==> src/rtl/rp_offset_seq_pkg.sv <==
// Shared constants and helpers for the RP head-offset sequencer.
// Holds function codes, state encodings and the offset-field/position arithmetic.
package rp_offset_seq_pkg;

   localparam logic [4:0] FUN_OFFSET = 5'o06;
   localparam logic [4:0] FUN_RTC    = 5'o07;

   localparam int TMR_W = 16;

   localparam logic [2:0] ST_IDLE   = 3'd0;
   localparam logic [2:0] ST_START  = 3'd1;
   localparam logic [2:0] ST_STEP   = 3'd2;
   localparam logic [2:0] ST_SETTLE = 3'd3;
   localparam logic [2:0] ST_DONE   = 3'd4;

   // OFD selects the sign, OFS is the magnitude.
   function automatic logic signed [7:0] ofs_to_target(input logic ofd, input logic [6:0] ofs);
      logic signed [7:0] mag;
      mag = $signed({1'b0, ofs});
      return ofd ? -mag : mag;
   endfunction

   // One unit toward target, clamped to +/-127 so the position never wraps.
   function automatic logic signed [7:0] step_toward(input logic signed [7:0] pos,
                                                     input logic signed [7:0] target);
      if (pos < target)
         return (pos == 8'sd127) ? pos : pos + 8'sd1;
      else if (pos > target)
         return (pos == -8'sd127) ? pos : pos - 8'sd1;
      else
         return pos;
   endfunction

endpackage

==> src/rtl/rp_offset_tmr.sv <==
// Loadable down-counter shared by the step and settle delays.
// zero strobes for the single cycle in which the count reads one.
module rp_offset_tmr
   import rp_offset_seq_pkg::*;
#(
   parameter int W = TMR_W
) (
   input  logic         clk,
   input  logic         rst,
   input  logic         load,
   input  logic [W-1:0] val,
   output logic         zero
);

   logic [W-1:0] cnt;

   // NOTE: sequential state uses non-blocking assignments so every flop samples pre-edge values.
   always_ff @(posedge clk or posedge rst) begin
      if (rst)
         cnt <= '0;
      else if (load)
         cnt <= val;
      else if (cnt != '0)
         cnt <= cnt - W'(1);
   end

   assign zero = (cnt == W'(1));

endmodule

==> src/rtl/rp_offset_seq.sv <==
// RPxx head-offset sequencer: steps the simulated head toward an OFFSET/RTC target.
// Build option RPOFS_SETTLE_EN adds a settle delay between the last step and DONE.
module rp_offset_seq
   import rp_offset_seq_pkg::*;
#(
   parameter int STEP_CYC   = 50,
   parameter int SETTLE_CYC = 500,
   parameter int MAXOFS     = 127
) (
   input  logic        clk,
   input  logic        rst,
   input  logic        clr,
   input  logic        rpGO,
   input  logic [4:0]  rpFUN,
   input  logic [15:0] rpOF,
   output logic        ofsBUSY,
   output logic        ofsDONE,
   output logic        ofsERR,
   output logic        ofsCENTER,
   output logic [7:0]  ofsPOS
);

   logic [2:0]        state;
   logic signed [7:0] pos;
   logic signed [7:0] target;
   logic              err;
   logic signed [7:0] next_pos;
   logic              go_ok;
   logic              illegal;
   logic              tmr_load;
   logic [TMR_W-1:0]  tmr_val;
   logic              tmr_zero;
   logic              unused_of;

   assign go_ok     = rpGO && ((rpFUN == FUN_OFFSET) || (rpFUN == FUN_RTC));
   assign illegal   = (rpFUN == FUN_OFFSET) && (int'(rpOF[6:0]) > MAXOFS);
   assign next_pos  = step_toward(pos, target);
   assign unused_of = ^rpOF[15:8];

`ifdef RPOFS_SETTLE_EN
   localparam logic [2:0] ST_AFTER_STEP = ST_SETTLE;
`else
   localparam logic [2:0] ST_AFTER_STEP = ST_DONE;
   logic unused_settle;
   assign unused_settle = (SETTLE_CYC == 0);
`endif

   // NOTE: every always_comb output gets a default first, so no path can infer a latch.
   always_comb begin
      tmr_load = 1'b0;
      tmr_val  = TMR_W'(STEP_CYC);
      if (clr || state == ST_START || (state == ST_STEP && tmr_zero))
         tmr_load = 1'b1;
`ifdef RPOFS_SETTLE_EN
      if ((state == ST_START && pos == target) || (state == ST_STEP && next_pos == target))
         tmr_val = TMR_W'(SETTLE_CYC);
`endif
   end

   rp_offset_tmr #(.W(TMR_W)) u_tmr (
      .clk  (clk),
      .rst  (rst),
      .load (tmr_load),
      .val  (tmr_val),
      .zero (tmr_zero)
   );

   always_ff @(posedge clk or posedge rst) begin
      if (rst) begin
         state  <= ST_IDLE;
         pos    <= '0;
         target <= '0;
         err    <= 1'b0;
      end else if (clr) begin
         state <= ST_IDLE;
         err   <= 1'b0;
      end else begin
         case (state)
            ST_IDLE: if (go_ok) begin
               target <= (rpFUN == FUN_RTC) ? 8'sd0 : ofs_to_target(rpOF[7], rpOF[6:0]);
               err    <= illegal;
               state  <= ST_START;
            end
            // Decision cycle: illegal and already-there requests skip stepping.
            ST_START: begin
               if (err)
                  state <= ST_DONE;
               else if (pos == target)
                  state <= ST_AFTER_STEP;
               else
                  state <= ST_STEP;
            end
            ST_STEP: if (tmr_zero) begin
               pos <= next_pos;
               if (next_pos == target)
                  state <= ST_AFTER_STEP;
            end
`ifdef RPOFS_SETTLE_EN
            ST_SETTLE: if (tmr_zero) state <= ST_DONE;
`endif
            ST_DONE: begin
               state <= ST_IDLE;
               err   <= 1'b0;
            end
            default: state <= ST_IDLE;
         endcase
      end
   end

   assign ofsBUSY   = (state != ST_IDLE);
   assign ofsDONE   = (state == ST_DONE);
   assign ofsERR    = (state == ST_DONE) && err;
   assign ofsCENTER = (pos == 8'sd0);
   assign ofsPOS    = pos;

endmodule

==> config.mk <==
export PLATFORM = sky130hd
export DESIGN_NAME = rp_offset_seq
export DESIGN_NICKNAME = d
export VERILOG_FILES = /design/src/rtl/rp_offset_seq_pkg.sv /design/src/rtl/rp_offset_tmr.sv /design/src/rtl/rp_offset_seq.sv
export SDC_FILE = /design/constraint.sdc
export NUM_CORES = 1
export LEC_CHECK = 0
export BUFFER_PORTS_ARGS = -buffer_cell sky130_fd_sc_hd__buf_2
export CORE_UTILIZATION = 40
export CTS_BUF_LIST = sky130_fd_sc_hd__clkbuf_8
export DETAILED_ROUTE_END_ITERATION = 8
export PLACE_DENSITY = 0.61
export SYNTH_ARGS = -nofsm -noshare
export SYNTH_HDL_FRONTEND = slang
export SYNTH_HIERARCHICAL = 1
export SYNTH_SLANG_ARGS = --single-unit
==> constraint.sdc <==
create_clock -name clk -period 3.31 [get_ports clk]
set_input_delay 0.4965 -clock clk [delete_from_list [all_inputs] [get_ports clk]]
set_output_delay 0.4965 -clock clk [all_outputs]
set_load 0.05 [all_outputs]
==> out/results.ini <==
[global_routing]
grt_pass1_vias = 2574
overflow = 0
grt_max_degree = 20
grtUsageTotal = 0.203
grt_pass1_wl_um = 12200
antenna_found_initial = 0

[finish]
multi_input_area_um2 = 1950
synthToLayoutAreaGrowth_pct = 15.6
n_antenna_cell = 0
nNetsFinal = 438
drive_gt1_frac = 0.185
n_fill_cell = 693
regArea_um2 = 876
utilization = 0.489

[timing]
fin_ws_ps = 401
fmax_ghz = 0.344
final-setup-viol-count = 0
worstMarginPinSlew_ps = 718
maxSlewViolCount = 0
finalHoldViolCount = 0
rsz0062_at_grt = no
maxSlewHeadroom = 0.521
tns_ps = 0
post-route-period-util = 0.879
fin_skew_ps = 11.0
fin_crit_ps = 2910

[setup_path]
path_max_fanout = 9
reg2reg_to = ofsPOS[4]
cp_data_required_time_ps = 3480
reg2reg_slack_ps = 400
critPathCaptureType = flop
start_kind = flop
crit_type = reg2reg
r2r_start = u_tmr/cnt[11]
r2r_cells = 6
worst_ep_arrival_time_ps = 3080

[route]
first_iter_violations = 119
via_per_inst = 5.36
drc = 0
vias = 2654
dr.pass1.iters = 4
wl_per_cell_um = 14.2
postRouteAntennaNets = 0
routed_wl_um = 7020

[cts]
htreeDepth = 2
post_cts_resized = 0
clockBufferDepth = 2
cts_root_buf = clkbuf_8
numCtsBuffers = 5
tritoncts = built
post_cts_buffers = 0
cts_sinks = 35
clock_latency_ps = 290
cts_hold_buf = 0
clkTransAtPathRegs_ps = 90

[floorplanning]
dieArea_um2 = 7690
start_util = 0.423
io_pins = 37
coreArea_um2 = 6940
chipHeight_um = 87.7
die_x_um = 87.7
std_cell_rows = 30

[place]
preCtsSetupSlack_ps = 434
portBuffers = 27
gp_congestion = 0.812
dp_hpwl_um = 5440

[logic_synthesis]
yosys_warnings = 6
async_reset_ff_frac = 1.00
avgSynthCellArea_um2 = 8.46
syn_inst = 347
yosysSeqAreaShare = 0.298
synth_edf_count = 0
synth_seq_cells = 35
synth_cell_types = 66
ys.flop_type = dfrtp_1
netlist_area_um2 = 2940

[run_status]
outcome = finished clean

[job]
cap_violations = 0

[pwr]
power.density_nw_per_um2 = 354
ir_drop_mv = 0.171
power_leakage_nw = 1.49

[hold_path]
hp-class = in2async

==> where the power goes <==
part / switching (W) / internal, W / total (W)
clock network: 0.000170 / 0.000224 / 0.000395
logic: 0.000166 / 0.000122 / 0.000287
registers: 0.0000477 / 0.000470 / 0.000518
total: 0.000384 / 0.000816 / 0.00120
==> worst max-delay path, stage by stage (launching register included) <==
cell	delay (ps)
dfrtp_1	480
nor4_4	490
nand4_1	200
nor4b_1	620
nand3_1	440
buf_4	290
mux2_2	260
==> cell families after synthesis <==
family	after synthesis	share of synthesized area
compound gates	78	0.178
xor+xnor	21	0.0627
fa+ha+maj	15	0.0639
buf+inv	37	0.0571
flops	35	0.298
mux	13	0.0473
other cells	2	0.00256
simple gates	146	0.290
==> cells in the final DEF, fill, tap and decap left out, drive strengths merged, types with 3 or more instances in the layout <==
cell type,count
buf,42
dfrtp,35
nand2,35
nor2,32
inv,24
o21ai,18
conb,17
ha,15
a21oi,15
xnor2,13
nor3,12
o31ai,11
nand3,11
or3,10
nand4,10
nor4,10
mux2i,9
nand2b,8
xor2,8
o211ai,5
a31oi,5
o22ai,5
clkbuf,5
mux2,4
nor2b,3
nor3b,3
==> cell type report <==
class                      count  area share
tap                           96      0.0354
timing repair buffer          42      0.0730
clock inverter                 3      0.0129
inverter                      24      0.0265
sequential                    35       0.258
multi-input combinational    290       0.574
clock buffer                   5      0.0203
==> cell usage after synthesis, types with 5 or more instances <==
| cell | instances | area (um^2) |
|---|---|---|
| o22ai_1 | 5 | 31.3 |
| clkbuf_1 | 7 | 26.3 |
| nor4_1 | 6 | 37.5 |
| o31ai_1 | 11 | 82.6 |
| o21ai_0 | 14 | 70.1 |
| xnor2_1 | 13 | 114 |
| nand4_1 | 9 | 56.3 |
| xor2_1 | 8 | 70.1 |
| ha_1 | 15 | 188 |
| nor3_1 | 9 | 45.0 |
| mux2i_1 | 9 | 90.1 |
| nand2_1 | 34 | 128 |
| inv_1 | 23 | 86.3 |
| a31oi_1 | 5 | 31.3 |
| nand3_1 | 10 | 50.1 |
| o211ai_1 | 5 | 37.5 |
| dfrtp_1 | 35 | 876 |
| or3_1 | 10 | 62.6 |
| nor2_1 | 31 | 116 |
| a21oi_1 | 14 | 70.1 |
| nand2b_1 | 8 | 50.1 |
==> through the flow <==
stage / cell area [um^2] / power [W] / hold WS (ps) / std cells
6_report: 3390 / 0.00120 / 307 / 495
5_1_grt: 3390 / 0.00128 / 346 / 495
4_1_cts: 3390 / 0.00121 / 333 / 495
3_5_place_dp: 3280 / 0.000815 / 506 / 487
3_3_place_gp: 3280 / 0.000804 / 500 / 487
2_1_floorplan: 2990 / 0.000738 / 410 / 362
==> worst max-delay path by stage <==
stage / cells after the start / end / start / slack [ps]
finish: 6 / ofsPOS[4] / u_tmr/cnt[11] / 400
global route: 10 / state[2] / ofsPOS[5] / 90
CTS: 10 / state[1] / ofsPOS[5] / 380
detailed placement: 6 / ofsPOS[4] / u_tmr/cnt[11] / 430
global placement: 12 / state[1] / ofsPOS[0] / 490
floorplan: 13 / state[1] / ofsPOS[0] / 120
==> state kept, by name, indices dropped and copies added (netlist names) <==
signal and count:
u_tmr/cnt 16, target 8, ofsPOS 8, state 3
==> routing by layer <==
| layer | GRT usage | part of all wire | vias up |
|---|---|---|---|
| li1 | - | - | 1339 |
| met1 | 0.282 | 0.50 | 1249 |
| met2 | 0.330 | 0.46 | 57 |
| met3 | 0.0273 | 0.029 | 9 |
| met4 | 0.0611 | 0.015 | 0 |
| met5 | 0 | 0 | - |
Power figures use the tool's default switching activity.
